$ cat src/rtl/fp_mac_feeder.sv
// Operand FIFO and burst sequencer feeding an fp_mac: K back-to-back beats per burst,
// then a drain window that waits for the accumulator result or times out.
//
// state | meaning
// IDLE  | waiting for at least K queued operand pairs
// BURST | popping one pair per cycle onto m_win/m_din
// DRAIN | m_vld low; waiting for mac_vld_i (min GAP cycles) or TIMEOUT
module fp_mac_feeder #(
  parameter int WIDTH   = 8,
  parameter int K       = 1,
  parameter int DEPTH   = 16,
  parameter int GAP     = 11,
  parameter int TIMEOUT = 63
) (
  input  logic             clk_i,
  input  logic             rst,
  input  logic             s_vld,
  output logic             s_rdy,
  input  logic [WIDTH-1:0] s_win,
  input  logic [WIDTH-1:0] s_din,
  output logic             m_vld,
  output logic [WIDTH-1:0] m_win,
  output logic [WIDTH-1:0] m_din,
  input  logic             mac_vld_i,
  input  logic [WIDTH-1:0] mac_acc_i,
  output logic [WIDTH-1:0] res_o,
  output logic             res_vld_o,
  output logic             err_o,
  output logic             busy_o
);

  localparam int PW = (DEPTH > 1) ? $clog2(DEPTH) : 1;
  localparam int CW = $clog2(DEPTH) + 1;
  localparam int BW = (K > 1) ? $clog2(K) : 1;
  localparam int DW = $clog2(TIMEOUT) + 1;

  localparam logic [CW-1:0] K_CNT     = CW'(K);
  localparam logic [CW-1:0] FULL      = CW'(DEPTH);
  localparam logic [PW-1:0] LAST_PTR  = PW'(DEPTH - 1);
  localparam logic [BW-1:0] LAST_BEAT = BW'(K - 1);
  localparam logic [DW-1:0] GAP_LAST  = DW'(GAP - 1);
  localparam logic [DW-1:0] TO_LAST   = DW'(TIMEOUT - 1);

  typedef enum logic [1:0] {S_IDLE, S_BURST, S_DRAIN} state_t;

  state_t               state;
  logic [2*WIDTH-1:0]   mem [DEPTH];
  logic [PW-1:0]        wr_ptr;
  logic [PW-1:0]        rd_ptr;
  logic [CW-1:0]        count;
  logic [BW-1:0]        beat_cnt;
  logic [DW-1:0]        drain_cnt;
  logic                 seen;
  logic                 wr;
  logic                 start;
  logic                 pop;

  function automatic logic [PW-1:0] ptr_next(input logic [PW-1:0] p);
    return (p == LAST_PTR) ? '0 : p + PW'(1);
  endfunction

  // Fullness is judged on the registered count only, so a pop never frees a slot in the same cycle.
  assign s_rdy  = (count < FULL);
  assign wr     = s_vld && s_rdy;
  assign start  = (state == S_IDLE) && (count >= K_CNT);
  assign pop    = start || (state == S_BURST);
  assign busy_o = (state != S_IDLE);

  always_ff @(posedge clk_i) begin
    if (wr) mem[wr_ptr] <= {s_win, s_din};
  end

  always_ff @(posedge clk_i) begin
    if (rst) begin
      wr_ptr <= '0;
      rd_ptr <= '0;
      count  <= '0;
    end else begin
      if (wr)  wr_ptr <= ptr_next(wr_ptr);
      if (pop) rd_ptr <= ptr_next(rd_ptr);
      case ({wr, pop})
        2'b10:   count <= count + CW'(1);
        2'b01:   count <= count - CW'(1);
        default: count <= count;
      endcase
    end
  end

  always_ff @(posedge clk_i) begin
    if (rst) begin
      state     <= S_IDLE;
      m_vld     <= 1'b0;
      m_win     <= '0;
      m_din     <= '0;
      beat_cnt  <= '0;
      drain_cnt <= '0;
      seen      <= 1'b0;
      res_o     <= '0;
      res_vld_o <= 1'b0;
      err_o     <= 1'b0;
    end else begin
      res_vld_o <= mac_vld_i;
      if (mac_vld_i) res_o <= mac_acc_i;
      err_o <= 1'b0;
      if (pop) {m_win, m_din} <= mem[rd_ptr];

      case (state)
        S_IDLE: begin
          m_vld <= 1'b0;
          if (start) begin
            m_vld     <= 1'b1;
            beat_cnt  <= '0;
            drain_cnt <= '0;
            seen      <= 1'b0;
            // A single-beat burst is complete on the entry edge.
            state     <= (K == 1) ? S_DRAIN : S_BURST;
          end
        end
        S_BURST: begin
          m_vld    <= 1'b1;
          beat_cnt <= beat_cnt + BW'(1);
          if (beat_cnt + BW'(1) == LAST_BEAT) begin
            state     <= S_DRAIN;
            drain_cnt <= '0;
            seen      <= 1'b0;
          end
        end
        S_DRAIN: begin
          m_vld <= 1'b0;
          if (mac_vld_i) seen <= 1'b1;
          if (drain_cnt >= GAP_LAST && (seen || mac_vld_i)) begin
            state <= S_IDLE;
          end else if (drain_cnt == TO_LAST) begin
            state <= S_IDLE;
            err_o <= 1'b1;
          end else begin
            drain_cnt <= drain_cnt + DW'(1);
          end
        end
        default: begin
          state <= S_IDLE;
          m_vld <= 1'b0;
        end
      endcase
    end
  end

endmodule

$ cat config.mk
export PLATFORM = sky130hd
export DESIGN_NAME = fp_mac_feeder
export DESIGN_NICKNAME = d
export VERILOG_FILES = /design/src/rtl/fp_mac_feeder.sv
export SDC_FILE = /design/constraint.sdc
export NUM_CORES = 1
export LEC_CHECK = 0
export BUFFER_PORTS_ARGS = -buffer_cell sky130_fd_sc_hd__buf_4
export CAP_MARGIN = 20
export CORE_ASPECT_RATIO = 0.8
export CORE_MARGIN = 2
export CORE_UTILIZATION = 35
export DETAILED_ROUTE_END_ITERATION = 10
export PLACE_DENSITY_LB_ADDON = 0.3
export RECOVER_POWER = 50
export SYNTH_ARGS = -nofsm -noshare
export SYNTH_HDL_FRONTEND = slang
export SYNTH_SLANG_ARGS = --single-unit
$ cat constraint.sdc
create_clock -name clk_i -period 2.7 [get_ports clk_i]
set_input_delay 0.27 -clock clk_i [delete_from_list [all_inputs] [get_ports clk_i]]
set_output_delay 0.27 -clock clk_i [all_outputs]
set_load 0.01 [all_outputs]
==> reports/metrics.csv <==
metric,value,unit
Synth top area share,0.646,
TNS Setup,0,ns
worst r2r src,count[0],
Layout area overhead,18.1,%
vias per cell,5.27,
RSZ-0062 raised after global routing,false,
Die Span X,210,um
status,"complete, no violations",
Design Power,12.8,mW
PD cells,910,nW/um^2
first-pass GRT wire length,41.2,mm
I/O pin total,57,
drt first pass iters,5,
Max transition margin,0.492,
core area,33600,um^2
gr ovfl total,0,
worst skew pair latency,0.56,ns
DR DRC count,0,
num rows,60,
vias in the first global route,6698,
Tightest Pin Transition,0.762,ns
Post-DP Area,13100,um^2
fmax,402,MHz
synthesized area per cell,18.8,um^2
CTS tree,yes,
clk slew on worst S/H paths,0.07,ns
Final Cycle Share,0.921,
CTS Buf Count,30,
worst-path fanout max,7,
total die area,35500,um^2
Tot GR Track Use,0.155,
DP Wirelength,16.4,mm
wire per inst,22.6,um
Buffers on Ports,56,
endpoints failing setup,0,
1st-iter DRT viols,510,
crit path cell chain,ha_1 > nor4_2 > a21o_1 > inv_1 > ha_2 > or4b_2 > a21oi_1 > xnor2_1 > nor2_1,
clk sinks,305,
Max stage delay on crit path,0.60,ns
synthesis-stage register bit count,305,
root buffer cell,clkbuf_16,
Syn Std Cell Area,11900,um^2
antenna-violating nets left,0,
HP Class,in2reg,
Clock Skew,0.0110,ns
sequential-to-total area share from yosys stat,0.728,
DP Worst Slack,0.200,ns
share of cells above drive strength 1,0.238,
# nets final,773,
Max Buffers Root-to-Sink,3,
WL final,26.9,mm
GP Congestion,0.814,
Leak,4.47,nW
critical path class,reg2reg,
H-tree levels,1,
yosys warns,0,
"Req. time, crit path",3.13,ns
largest net degree at the start of global routing,31,
Area contributors post-synth,"edfxtp_1 (65%), mux4_2 (12%), dfxtp_1 (8.2%)",
CP max stage cell,or4b_2,
CP Launch Type,flop,
Starting Density,0.355,
Synth Instances,632,
Hold Fails Final Rpt,0,
final instance area,14100,um^2
die height,169,um
number of max-cap violations,0,
Final Max Tran Viols,0,
Arrival @ worst endpoint,2.92,ns
Syn Nets,671,
ANT cells,0,
VDD IR max,0.000591,V
worst setup path startpoint,count[0],
synth unique cells,43,
FF-to-FF setup slack,0.21,ns
ys flop type,edfxtp_1,
crit path capture type,flop,
hold path start,mac_vld_i,
Synth area leader,edfxtp_1,
Post-synth EDFFs,256,
worst setup margin,0.212,ns
total vias in the final route,6273,
antenna violations before repair,0,
asr flop ratio synth,0,
Period minus WS final,2.49,ns
==> final timing paths <==
kind | end | cells past startpoint
hold reg to reg | res_o[4] | 2
setup / recovery | count[3] | 9
hold / removal | res_vld_o | 2
setup reg to reg | count[3] | 9
==> state kept, by name, indices dropped and copies added, names as in the netlist <==
name,count
rd_ptr,4
m_vld,1
seen,1
res_o,8
drain_cnt,7
m_din,8
count,5
wr_ptr,4
res_vld_o,1
m_win,8
mem,256
err_o,1
state,1
==> logic make-up after synthesis <==
| family | Yosys count | share of synthesized area |
|---|---|---|
| simple gates | 100 | 0.0412 |
| mux | 106 | 0.156 |
| buf+inv | 51 | 0.0212 |
| compound gates | 52 | 0.0367 |
| xor+xnor | 7 | 0.00515 |
| fa+ha+maj | 11 | 0.0116 |
| flops | 305 | 0.728 |
==> layout by cell type, fill, tap and decap left out, types with 4 or more instances in the layout <==
cell and instances:
mux2i_1 42, nand2_1 14, o211ai_1 5, dfxtp_1 46, clkbuf_4 8, o221ai_2 10
nor2_1 32, nor3_2 4, clkbuf_1 54, o21ai_0 9, clkinv_2 5, o221ai_1 8
edfxtp_1 256, dlygate4sd3_1 13, buf_4 32, mux4_2 64, inv_1 15, nor3_1 7
clkbuf_16 31, a21oi_1 9, xor2_1 4, ha_1 10, nor2b_1 4, clkbuf_8 4
buf_12 9, nand3_1 23
==> synth_stat cells, types with 10 or more instances <==
cell	number
nor2_1	33
o221ai_2	10
mux4_2	64
mux2i_1	42
nand2_1	14
nand3_1	23
ha_1	11
edfxtp_1	256
inv_1	15
nor3_1	11
dfxtp_1	49
clkbuf_1	16
==> metal layers <==
metal,share of wire,track usage,wire length [um]
met2,0.50,0.266,13400
met5,0,0,0
met4,0.019,0.0336,507
met3,0.046,0.0275,1230
met1,0.44,0.207,11900
==> metrics by stage <==
step | util | hold slack (ns) | std cells
after detailed placement | 0.390 | 0.487 | 1123
after global placement | 0.390 | 0.475 | 1123
after global routing | 0.419 | 0.0746 | 1191
after floorplan | - | 0.369 | 632
after CTS | 0.424 | 0.00225 | 1190
final | 0.419 | 0.0824 | 1191
==> report_power, final <==
part,switching (mW),leakage (nW),internal (mW)
Combinational,1.52,1.26,1.30
Clock,1.71,0.495,2.51
Sequential,0.307,2.72,5.46
==> layout make-up <==
type                       instances  area (um^2)
fill                            2920        19500
multi-input combinational        276         3010
timing repair buffer             106          776
clock inverter                    10          135
tap                              434          543
sequential                       305         8670
clock buffer                      45          868
inverter                          15         56.3
==> critical path: cells and delay by family, from the launching register on <==
kind / cells / cell delay [ns]
compound gates: 2 / 0.38
xor+xnor: 1 / 0.13
flops: 1 / 0.48
fa+ha+maj: 2 / 0.52
simple gates: 3 / 0.71
buf+inv: 1 / 0.15
==> what timing repair did <==
action                                  4_1_cts  5_1_grt
setup buffers                                 0        0
endpoints found under the setup margin        0        1
hold buffers                                 12        1
gates resized for setup                       0        1
hold endpoints to repair                     66        1
(Power assumes the default switching activity.)
